<file path="config.mk">
export PLATFORM = sky130hd
export DESIGN_NAME = param_stack
export DESIGN_NICKNAME = d
export VERILOG_FILES = /design/src/rtl/stack_pkg.sv /design/src/rtl/stack_mem.sv /design/src/rtl/param_stack.sv
export SDC_FILE = /design/constraint.sdc
export NUM_CORES = 1
export LEC_CHECK = 0
export CAP_MARGIN = 25
export CORE_MARGIN = 2
export CORE_UTILIZATION = 41
export DETAILED_ROUTE_END_ITERATION = 10
export GPL_ROUTABILITY_DRIVEN = 1
export PLACE_DENSITY = 0.67
export SETUP_SLACK_MARGIN = 0.5
export SKIP_LAST_GASP = 1
export SYNTH_ARGS = -nofsm -noshare
export SYNTH_HDL_FRONTEND = slang
export SYNTH_SLANG_ARGS = --single-unit
</file>
<file path="constraint.sdc">
create_clock -name clk -period 3.2 [get_ports clk]
set_input_delay 0.32 -clock clk [delete_from_list [all_inputs] [get_ports clk]]
set_output_delay 0.32 -clock clk [all_outputs]
set_load 0.005 [all_outputs]
</file>
<file path="src/rtl/stack_pkg.sv">
// stack_pkg: shared op encoding and count-width helper for param_stack.
package stack_pkg;
    // Op codes are formed as {push, pop}
    localparam logic [1:0] OP_NONE = 2'b00;
    localparam logic [1:0] OP_POP  = 2'b01;
    localparam logic [1:0] OP_PUSH = 2'b10;
    localparam logic [1:0] OP_SWAP = 2'b11;

    function automatic int cnt_w(input int depth);
        return $clog2(depth + 1);
    endfunction
endpackage

</file>
<file path="src/rtl/stack_mem.sv">
// stack_mem: DEPTH x WIDTH register file, one write port, top read port.
// A second (peek) read port exists only when STACK_PEEK_EN is defined.
module stack_mem #(
    parameter  int WIDTH = 2,
    parameter  int DEPTH = 256,
    localparam int AW    = $clog2(DEPTH)
) (
    input  logic             clk,
    input  logic             we_i,
    input  logic [AW-1:0]    waddr_i,
    input  logic [WIDTH-1:0] wdata_i,
    input  logic [AW-1:0]    raddr_i,
    output logic [WIDTH-1:0] rdata_o
`ifdef STACK_PEEK_EN
    ,
    input  logic [AW-1:0]    praddr_i,
    output logic [WIDTH-1:0] prdata_o
`endif
);
    logic [WIDTH-1:0] mem_q [DEPTH];

    // Contents are not reset; the count decides what is meaningful
    always_ff @(posedge clk) begin
        if (we_i) mem_q[waddr_i] <= wdata_i;
    end

    assign rdata_o = mem_q[raddr_i];
`ifdef STACK_PEEK_EN
    assign prdata_o = mem_q[praddr_i];
`endif
endmodule

</file>
<file path="src/rtl/param_stack.sv">
// param_stack: parametrised LIFO with count, error pulses, registered pop output.
// Optional combinational peek port enabled by defining STACK_PEEK_EN.
module param_stack
    import stack_pkg::*;
#(
    parameter  int WIDTH = 2,
    parameter  int DEPTH = 256,
    localparam int CNT_W = cnt_w(DEPTH)
) (
    input  logic             clk,
    input  logic             rst,
    input  logic             init,
    input  logic             push,
    input  logic             pop,
    input  logic [WIDTH-1:0] data_in,
    output logic [WIDTH-1:0] data_out,
    output logic             out_valid,
    output logic             full,
    output logic             empty,
    output logic [CNT_W-1:0] count,
    output logic             overflow,
    output logic             underflow,
    input  logic [CNT_W-1:0] peek_idx,
    output logic [WIDTH-1:0] peek_data
);
    localparam int AW = $clog2(DEPTH);

    logic [1:0]       op;
    logic [CNT_W-1:0] count_q, count_d, top_idx;
    logic [WIDTH-1:0] data_q, data_d, top_rdata;
    logic             valid_q, valid_d, ovf_q, ovf_d, unf_q, unf_d;
    logic             pop_ok, we;
    logic [AW-1:0]    waddr, raddr;

    assign op      = {push, pop};
    assign full    = count_q == CNT_W'(DEPTH);
    assign empty   = count_q == '0;
    assign top_idx = count_q - CNT_W'(1);
    assign raddr   = AW'(top_idx);
    // Replace-top overwrites the current top slot; plain push writes above it
    assign waddr   = AW'(op == OP_SWAP ? top_idx : count_q);
    assign we      = !init && ((op == OP_PUSH && !full) || (op == OP_SWAP && !empty));
    assign pop_ok  = !init && ((op == OP_POP && !empty) || op == OP_SWAP);

    always_comb begin
        count_d = init ? '0
                : (op == OP_PUSH && !full) ? count_q + CNT_W'(1)
                : (op == OP_POP && !empty) ? count_q - CNT_W'(1)
                : count_q;
        data_d  = !pop_ok ? data_q : empty ? data_in : top_rdata;
        valid_d = pop_ok;
        ovf_d   = !init && op == OP_PUSH && full;
        unf_d   = !init && op == OP_POP && empty;
    end

    always_ff @(posedge clk or negedge rst) begin
        if (!rst) begin
            count_q <= '0;
            data_q  <= '0;
            valid_q <= 1'b0;
            ovf_q   <= 1'b0;
            unf_q   <= 1'b0;
        end else begin
            count_q <= count_d;
            data_q  <= data_d;
            valid_q <= valid_d;
            ovf_q   <= ovf_d;
            unf_q   <= unf_d;
        end
    end

    assign count     = count_q;
    assign data_out  = data_q;
    assign out_valid = valid_q;
    assign overflow  = ovf_q;
    assign underflow = unf_q;

`ifdef STACK_PEEK_EN
    logic [CNT_W-1:0] peek_pos;
    logic [WIDTH-1:0] peek_rdata;

    assign peek_pos  = top_idx - peek_idx;
    assign peek_data = peek_idx < count_q ? peek_rdata : '0;

    stack_mem #(.WIDTH(WIDTH), .DEPTH(DEPTH)) u_mem (
        .clk      (clk),
        .we_i     (we),
        .waddr_i  (waddr),
        .wdata_i  (data_in),
        .raddr_i  (raddr),
        .rdata_o  (top_rdata),
        .praddr_i (AW'(peek_pos)),
        .prdata_o (peek_rdata)
    );
`else
    logic unused_peek;

    assign unused_peek = ^peek_idx;
    assign peek_data   = '0;

    stack_mem #(.WIDTH(WIDTH), .DEPTH(DEPTH)) u_mem (
        .clk     (clk),
        .we_i    (we),
        .waddr_i (waddr),
        .wdata_i (data_in),
        .raddr_i (raddr),
        .rdata_o (top_rdata)
    );
`endif
endmodule

</file>
==> run metrics, run 1 <==
outcome=finished, final reports clean; critical path's slowest cell=or3_4; met2 Use GR=32.43%; sequential area share after synthesis=a little over two thirds; standby leakage power=9.322 nW; placed insts=roughly 2300; Setup Viol. Count Final=0; FFs w/ async S/R, synth=2.662%; CTS tree=done; Rel. slew slack=37.25%; # diodes=0; nets@finish=about 1800; sequential share of power=between 20% and 30%; maximum root-to-sink buffer count=3; gr busiest metal=met2; final WL=62.84 mm; CP Buf/Inv Count=4; measured slew at the worst slew-check pin=0.9314 ns; met3 GRT Util=3.268%; Final Max Slew Viols=0; die area=approximately 0.057 mm^2; CTS buffer count=52; initial antenna violation count=0; Reg clk slew, reported paths=about 0.06 ns; # clock sinks=approximately 530; global routing usage on met1=between 20% and 30%; worst reg-to-reg path cell count=12; die span in y=approximately 240 um; unrepaired setup endpoints after global routing=yes; most frequent cell after synthesis=edfxtp_1; Critical Path Source=count[2]; Logic pwr share=between 40% and 50%; share of cells above drive strength 1=37.09%; Crit Path Max Fanout=16; Stages on worst setup path=12; cells taking the most area after synthesis=edfxtp_1, mux2i_1, nor2_1, a22oi_1, dfrtp_1; grt ovf=0; Finished Layout Cells=approximately 2500; fmax=350.2 MHz; most numerous cell on the critical path=buf_6; Psw=roughly 11 mW; die width=238.6 um; Peak VDD IR=roughly 0.63 mV; Via density=roughly 5.9; Placer Congestion=0.8771; worst r2r dst=u_mem.mem_q[0][1]; IO Pins=34; Crit. End Element=register; antenna viol nets, final=0; Post-route DRC=0; clock root buffer=clkbuf_16; Synth Instances=between 1500 and 2000; vias=~15000; Worst Path Required=roughly 3.5 ns; yosys warns=0; reg-to-reg critical path startpoint=count[2]; fin crit period=approximately 2.9 ns; GRT Total Usage=between 20% and 30%; Mapped Area=about 0.023 mm^2; Main synth FF type=edfxtp_1; P&R area growth vs syn=32.18%; CP Launch Type=register; final worst-path cycle share=between 80% and 90%; I/O Buffers=22; number of global-route vias before repair=about 14000; Clock Latency Late Sink=between 0.6 and 0.7 ns; Largest stage delay, worst path=~0.4 ns; detailed placement HPWL=around 35 mm; drt pass-1 iters=5; Starting Density=between 40% and 50%; Synth area leader=edfxtp_1; global-route wire length before repair=86.75 mm; number of flops mapped to enable cells by yosys=between 500 and 600; final hold viol count=0; TNS Setup=0 ns; r2r setup slk=~0.34 ns; H-tree levels=2; Netlist cell types=between 60 and 70; P_int=between 15 and 20 mW; pin count of the biggest net entering global routing=135; CP cell instances=buf_6 -> or3_4 -> buf_6 -> nor2_8 -> nand2_2 -> or3_4 -> xnor2_4 -> nor2_2 -> buf_6 -> nand2_2 -> buf_12 -> nor2_2; Post-CTS Hold Fix Bufs=0; CP delay by family, top=simple AND/OR/NAND/NOR gates; most frequent cells after synthesis=edfxtp_1, nor2_1, mux2i_1; WS Path Type=reg -> reg; pwr dens=slightly above 900 mW/mm^2; crit path DAT=approximately 3.2 ns; Core Area=between 0.05 and 0.06 mm^2; Core Util, Final=roughly 55%; Sw Share=between 30% and 40%; end point of the critical path=u_mem.mem_q[0][1]; Layout fillers=3995; Setup Skew=about 0.028 ns; hold_ws=0.1101 ns; Iteration-0 DRC Markers=about 1600; FF+latch count, synth=526; Clock power frac=about 23%; Rows=85; Min-Delay Path Class=in -> reg; wire per inst=about 25 um; number of max-cap violations=0; Mean Syn Cell Area=approximately 14 um^2; area share of the largest cell type after synthesis=between 60 and 70%
## worst reg2reg max path, cell delays in order, from the launching register on
cell and delay [ns]:
dfrtp_1 0.39, buf_6 0.13, or3_4 0.39, buf_6 0.14, nor2_8 0.11, nand2_2 0.07
or3_4 0.40, xnor2_4 0.18, nor2_2 0.11, buf_6 0.18, nand2_2 0.09, buf_12 0.19
nor2_2 0.16
## per-layer routing
metal / routed length (um) / vias up
met4: 2180 / 0
li1: - / 6371
met5: 0 / -
met3: 5199 / 123
met2: 30010 / 729
met1: 25450 / 7341
## power by group through the flow
stage | clock network (mW) | logic, mW | registers (mW)
after CTS | 6.36 | 11.3 | 7.77
after global placement | 0 | 9.13 | 7.90
final | 6.32 | 13.5 | 7.78
after global routing | 6.64 | 14.0 | 7.78
after detailed placement | 0 | 9.20 | 7.91
after floorplan | 0 | 5.63 | 7.87
## worst min-delay path by stage
stage | start | to | slack (ns) | cells after the start
global placement | count[8] | count[8] | 0.61 | 2
CTS | data_in[1] | u_mem.mem_q[6][1] | 0.10 | 1
global route | data_in[1] | u_mem.mem_q[4][1] | 0.11 | 1
finish | data_in[1] | u_mem.mem_q[6][1] | 0.11 | 1
detailed placement | data_out[0] | data_out[0] | 0.63 | 2
floorplan | rst | count[0] | 0.02 | 0
## kinds of logic after synthesis
| logic type | Yosys count | share of synthesized area [%] |
|---|---|---|
| DFF | 526 | 69.69 |
| and+or+nand+nor | 445 | 8.999 |
| muxes | 241 | 10.77 |
| AOI/OAI and AO/OA | 216 | 7.003 |
| buffers and inverters | 119 | 2.778 |
| xor gates and xnor gates | 15 | 0.5822 |
| adders and majority gates | 3 | 0.1664 |
| other | 1 | 0.01662 |
## sequential cells by signal (all words and copies together) (netlist names)
register / cells
overflow: 1
out_valid: 1
u_mem.mem_q: 512
underflow: 1
data_out: 2
count: 9
## layout by cell type (no fill, tap or decap), types with 9 or more instances in the layout
cell               n
nand2_1           32
nor2_4           231
clkdlybuf4s50_1   19
mux2_2            13
clkbuf_16         60
a211oi_1          15
a2111oi_0          9
a31oi_1           12
o21ai_0           11
clkinv_2          13
nand4_1           14
nand2_8           24
a22o_1            14
clkinv_1          11
nand3_1           27
nand2_2            9
buf_12            34
buf_6             26
dfrtp_1           13
nor2_2            33
buf_4            127
edfxtp_1         512
a22oi_1           92
nor2_1            14
nor2b_1           19
mux2i_1          219
## layout make-up
class	instances	area [um^2]	share of cell area, %
clock buffers	59	1349	4.522
flip-flops and latches	526	15730	52.73
well taps	696	870.8	2.920
multi-input cells	932	8865	29.72
clock inverters	39	410.4	1.376
inverters	8	33.78	0.1133
repair buffers	226	2571	8.621
## per-stage QoR
step / power, mW / setup WS [ns] / cell area (um^2)
floorplan: 13.50 / 0.5349 / 22580
global placement: 17.03 / 0.01846 / 24300
detailed placement: 17.11 / 0.006725 / 24300
CTS: 25.47 / 0.4045 / 27820
global route: 28.40 / 0.2189 / 29830
finish: 27.62 / 0.3448 / 29830
## timing repair
action	in CTS	in global routing
endpoints found under the setup margin	515	514
resized for setup	337	339
pin swaps	27	52
setup buffers	33	31
gates cloned	8	13
Power figures use the tool's default switching activity.
==> run 2, diff against run 1 <==
CTS_CLUSTER_SIZE = 12   (was default)
RECOVER_POWER = 50   (was default)
==> run metrics, run 2 (synthesis gave the netlist of run 1 again) <==
Iteration-0 DRC Markers=1692; register with the most flip-flops=u_mem.mem_q; Worst Path Required=~3.7 ns; unrepaired setup endpoints after global routing=yes; WS Path Type=reg -> reg; Min-Delay Path Class=in -> async; Crit. End Element=register; wire per inst=26.26 um; global-route wire length before repair=87.57 mm; standby leakage power=approximately 9.4 nW; Post-Place Worst Slack=a little under 0.007 ns; max FFs per register=between 500 and 600; Placer Congestion=around 0.88; crit path DAT=about 3.4 ns; CP delay by family, top=compound AO/OA/AOI/OAI gates; Pwr Total=28.11 mW; CTS tree=done; final worst-path cycle share=about nine tenths; pin count of the biggest net entering global routing=roughly 140; Clock Latency Late Sink=about 0.6 ns; Reg clk slew, reported paths=0.07 ns; die span in y=around 240 um; most common cell after layout, fill and taps aside=edfxtp_1; # diodes=0; Setup Viol. Count Final=0; CP Buf/Inv Count=5; final worst setup slack=around 0.28 ns; fmax=343.0 MHz; Crit Path Max Fanout=7; Post-CTS Hold Fix Bufs=0; Largest stage delay, worst path=0.52 ns; H-tree levels=2; final hold viol count=0; drt pass-1 iters=7; CP Launch Type=register; Core Util, Final=between 50% and 60%; # clock sinks=526; nets@finish=approximately 1800; CP cell instances=inv_4 -> buf_8 -> ha_4 -> buf_12 -> buf_8 -> buf_4 -> mux2i_1 -> a22o_1 -> a2111oi_0 -> a31oi_1 -> nand4_1 -> nand4b_1 -> o2111ai_1; pwr dens=a little over 900 mW/mm^2; P&R area growth vs syn=33.61%; I/O Buffers=22; grt ovf=0; most frequent cells in the layout=edfxtp_1, nor2_4, mux2i_1, buf_4, a22oi_1; Post-route DRC=0; detailed placement HPWL=roughly 35 mm; vias=~15000; area of the multi-input gates=0.009136 mm^2; CTS buffer count=52; die width=238.6 um; maximum root-to-sink buffer count=3; number of max-cap violations=2; antenna viol nets, final=0; GRT Total Usage=between 20% and 30%; failing checks=max-capacitance violations, max-slew violations; share of cells above drive strength 1=a little under two fifths; Starting Density=41.68%; Via density=5.988; Core Area=about 0.054 mm^2; Seq. cell area=0.01573 mm^2; Final Max Slew Viols=156; final WL=around 65 mm; TNS Setup=0 ns; Layout fillers=3994; Setup Skew=between 0.02 and 0.025 ns; Rows=85; measured slew at the worst slew-check pin=between 2 and 2.5 ns; number of global-route vias before repair=around 14000; fin crit period=approximately 2.9 ns; most numerous cell on the critical path=buf_8; Rel. slew slack=-60.15%; initial antenna violation count=0; die area=~0.057 mm^2; IO Pins=34; Peak VDD IR=roughly 0.64 mV; critical path's slowest cell=a2111oi_0; clock root buffer=clkbuf_16; outcome=complete, but fails checks
-- run 2: path summary, 6_finish.rpt --
kind	cells after the start	slack (ns)	endpoint	start
setup / recovery	13	0.28	data_out[1]	count[0]
hold / removal	1	0.24	data_out[0]	rst
setup reg to reg	13	0.28	data_out[1]	count[0]
hold reg to reg	2	0.62	count[4]	count[4]
max in group asynchronous	1	2.40	count[4]	rst
min in group clk	2	0.44	underflow	push
-- run 2: metal layers --
layer | GRT usage, % | vias up | part of all wire (%)
met5 | 0 | - | 0
met3 | 3.834 | 143 | 10
li1 | - | 6384 | -
met4 | 6.989 | 0 | 4.0
met1 | 28.51 | 7488 | 39
met2 | 33.03 | 854 | 47
-- run 2: timing repair --
action	4_1_cts	5_1_grt
setup endpoints to repair	515	516
pin swaps	36	92
resized for setup	404	363
buffers inserted	37	31
gates cloned	9	18
-- run 2: metrics by stage --
step	area, um^2	hold WS, ns	std cells
after floorplan	22580	0.02441	1567
after global placement	24300	0.6103	2303
after detailed placement	24300	0.6270	2303
after CTS	27810	0.1144	2434
after global routing	30150	0.3014	2483
final	30150	0.2449	2483
-- run 2: cell type report --
class / count / share of cell area (%)
clock inverter: 6 / 0.1826
timing repair buffer: 233 / 9.545
clock buffer: 79 / 4.789
inverter: 8 / 0.1245
tap: 696 / 2.888
multi-input combinational: 935 / 30.30
sequential: 526 / 52.17
-- run 2: power by group --
group | switching (mW) | leakage [nW] | internal [mW]
logic | 8.40 | 3.85 | 6.31
clock network | 2.47 | 0.723 | 3.15
registers | 0.112 | 4.78 | 7.67
==> run 3, diff against run 2 <==
CTS_CLUSTER_DIAMETER = 100   (was default)
SKIP_CTS_REPAIR_TIMING = 1   (was default)
==> run metrics, run 3 (synthesis gave the netlist of run 1 again) <==
detailed placement HPWL=around 35 mm; Peak VDD IR=0.5825 mV; initial antenna violation count=0; number of max-cap violations=2; nets@finish=about 1700; clock root buffer=clkbuf_16; Rows=85; CTS buffer count=49; reg-to-reg critical path startpoint=count[2]; CP Launch Type=register; Stages on worst setup path=11; die width=about 240 um; maximum root-to-sink buffer count=3; CP delay by family, top=simple AND/OR/NAND/NOR gates; Post-Place Worst Slack=0.006725 ns; # diodes=0; final hold viol count=0; vias=around 14000; standby leakage power=9.013 nW; WS Path Type=reg -> reg; outcome=complete, but fails checks; grt ovf=0; Starting Density=about two fifths; DP Area=between 0.02 and 0.025 mm^2; Clock Latency Late Sink=about 0.60 ns; Placer Congestion=between 0.8 and 0.9; pin count of the biggest net entering global routing=135; unrepaired setup endpoints after global routing=yes; Core Area=about 0.054 mm^2; crit path DAT=~3.3 ns; Post-route DRC=0; Crit Path Max Fanout=12; # clock sinks=526; H-tree levels=2; Via density=5.868; wire per inst=approximately 25 um; Min-Delay Path Class=in -> async; cell area after layout=0.02832 mm^2; final WL=60.68 mm; Worst Path Required=roughly 3.5 ns; final worst setup slack=slightly above 0.2 ns; Largest stage delay, worst path=~0.52 ns; most common cell after layout, fill and taps aside=edfxtp_1; CP cell instances=buf_6 -> nor4_1 -> buf_4 -> nand4_2 -> nor3b_2 -> buf_4 -> a21oi_4 -> nor3_4 -> nand2_1 -> buf_6 -> nor2_1; CP Buf/Inv Count=4; fin crit period=2.996 ns; drt pass-1 iters=7; worst r2r dst=u_mem.mem_q[212][1]; share of cells above drive strength 1=a little under a third; fmax=333.8 MHz; Setup Skew=0.02126 ns; global-route wire length before repair=roughly 83 mm; die area=0.05693 mm^2; pwr dens=about 900 mW/mm^2; register with the most flip-flops=u_mem.mem_q; measured slew at the worst slew-check pin=about 2.5 ns; die span in y=between 200 and 250 um; critical path's slowest cell=nor4_1; IO Pins=34; max FFs per register=around 510; Reg clk slew, reported paths=roughly 0.070 ns; r2r setup slk=between 0.2 and 0.25 ns; I/O Buffers=22; number of global-route vias before repair=~14000; CTS tree=done; worst reg-to-reg path cell count=11; failing checks=max-capacitance violations, max-slew violations; GRT Total Usage=19.36%; antenna viol nets, final=0; Iteration-0 DRC Markers=1392; Setup Viol. Count Final=0; final worst-path cycle share=between 90 and 100%; Crit. End Element=register; most frequent cells in the layout=edfxtp_1, mux2i_1, nor2_4, buf_4, a22oi_1; Core Util, Final=between 50 and 60%; Rel. slew slack=-63.70%; P&R area growth vs syn=25.51%; Final Max Slew Viols=155
## run 3: report_power, final
| part | total (mW) | switching (mW) | internal, mW |
|---|---|---|---|
| registers | 7.78 | 0.110 | 7.67 |
| clock network | 5.27 | 2.38 | 2.89 |
| logic | 12.7 | 7.37 | 5.35 |
## run 3: area by class of cell
cell class | count | area (um^2)
sequential | 526 | 15730
timing repair buffer | 212 | 2302
clock buffer | 71 | 1351
tap | 696 | 870.8
multi-input combinational | 929 | 8023
fill | 4244 | 25810
clock inverter | 2 | 12.51
inverter | 8 | 36.28
## run 3: through the flow
step	hold slack (ns)	total power [mW]	std cells	setup TNS (ns)
2_1_floorplan	0.02441	13.50	1567	0
3_3_place_gp	0.6103	17.03	2303	0
3_5_place_dp	0.6270	17.11	2303	0
4_1_cts	0.1135	22.35	2376	-0.01491
5_1_grt	0.3020	26.60	2444	0
6_report	0.2446	25.76	2444	0
## run 3: layer usage
metal	vias up	global-route usage, %	wire length (um)
li1	6287	-	-
met1	7280	26.65	24940
met2	655	31.10	28940
met3	120	2.829	4767
met4	0	7.595	2024
met5	-	0	0
## run 3: worst reg2reg max path, stage by stage (launching register included)
cell     delay (ns)
dfrtp_2        0.44
buf_6          0.14
nor4_1         0.52
buf_4          0.22
nand4_2        0.13
nor3b_2        0.21
buf_4          0.17
a21oi_4        0.24
nor3_4         0.09
nand2_1        0.13
buf_6          0.31
nor2_1         0.14
## run 3: worst max-delay path by stage
stage / from / end / slack [ns]
after floorplan: count[0] / u_mem.mem_q[116][0] / 0.53
after global placement: count[1] / u_mem.mem_q[44][1] / 0.02
after detailed placement: count[1] / u_mem.mem_q[42][1] / 0.007
after CTS: count[1] / u_mem.mem_q[42][0] / -0.006
after global routing: count[2] / u_mem.mem_q[147][0] / 0.17
final: count[2] / u_mem.mem_q[212][1] / 0.20
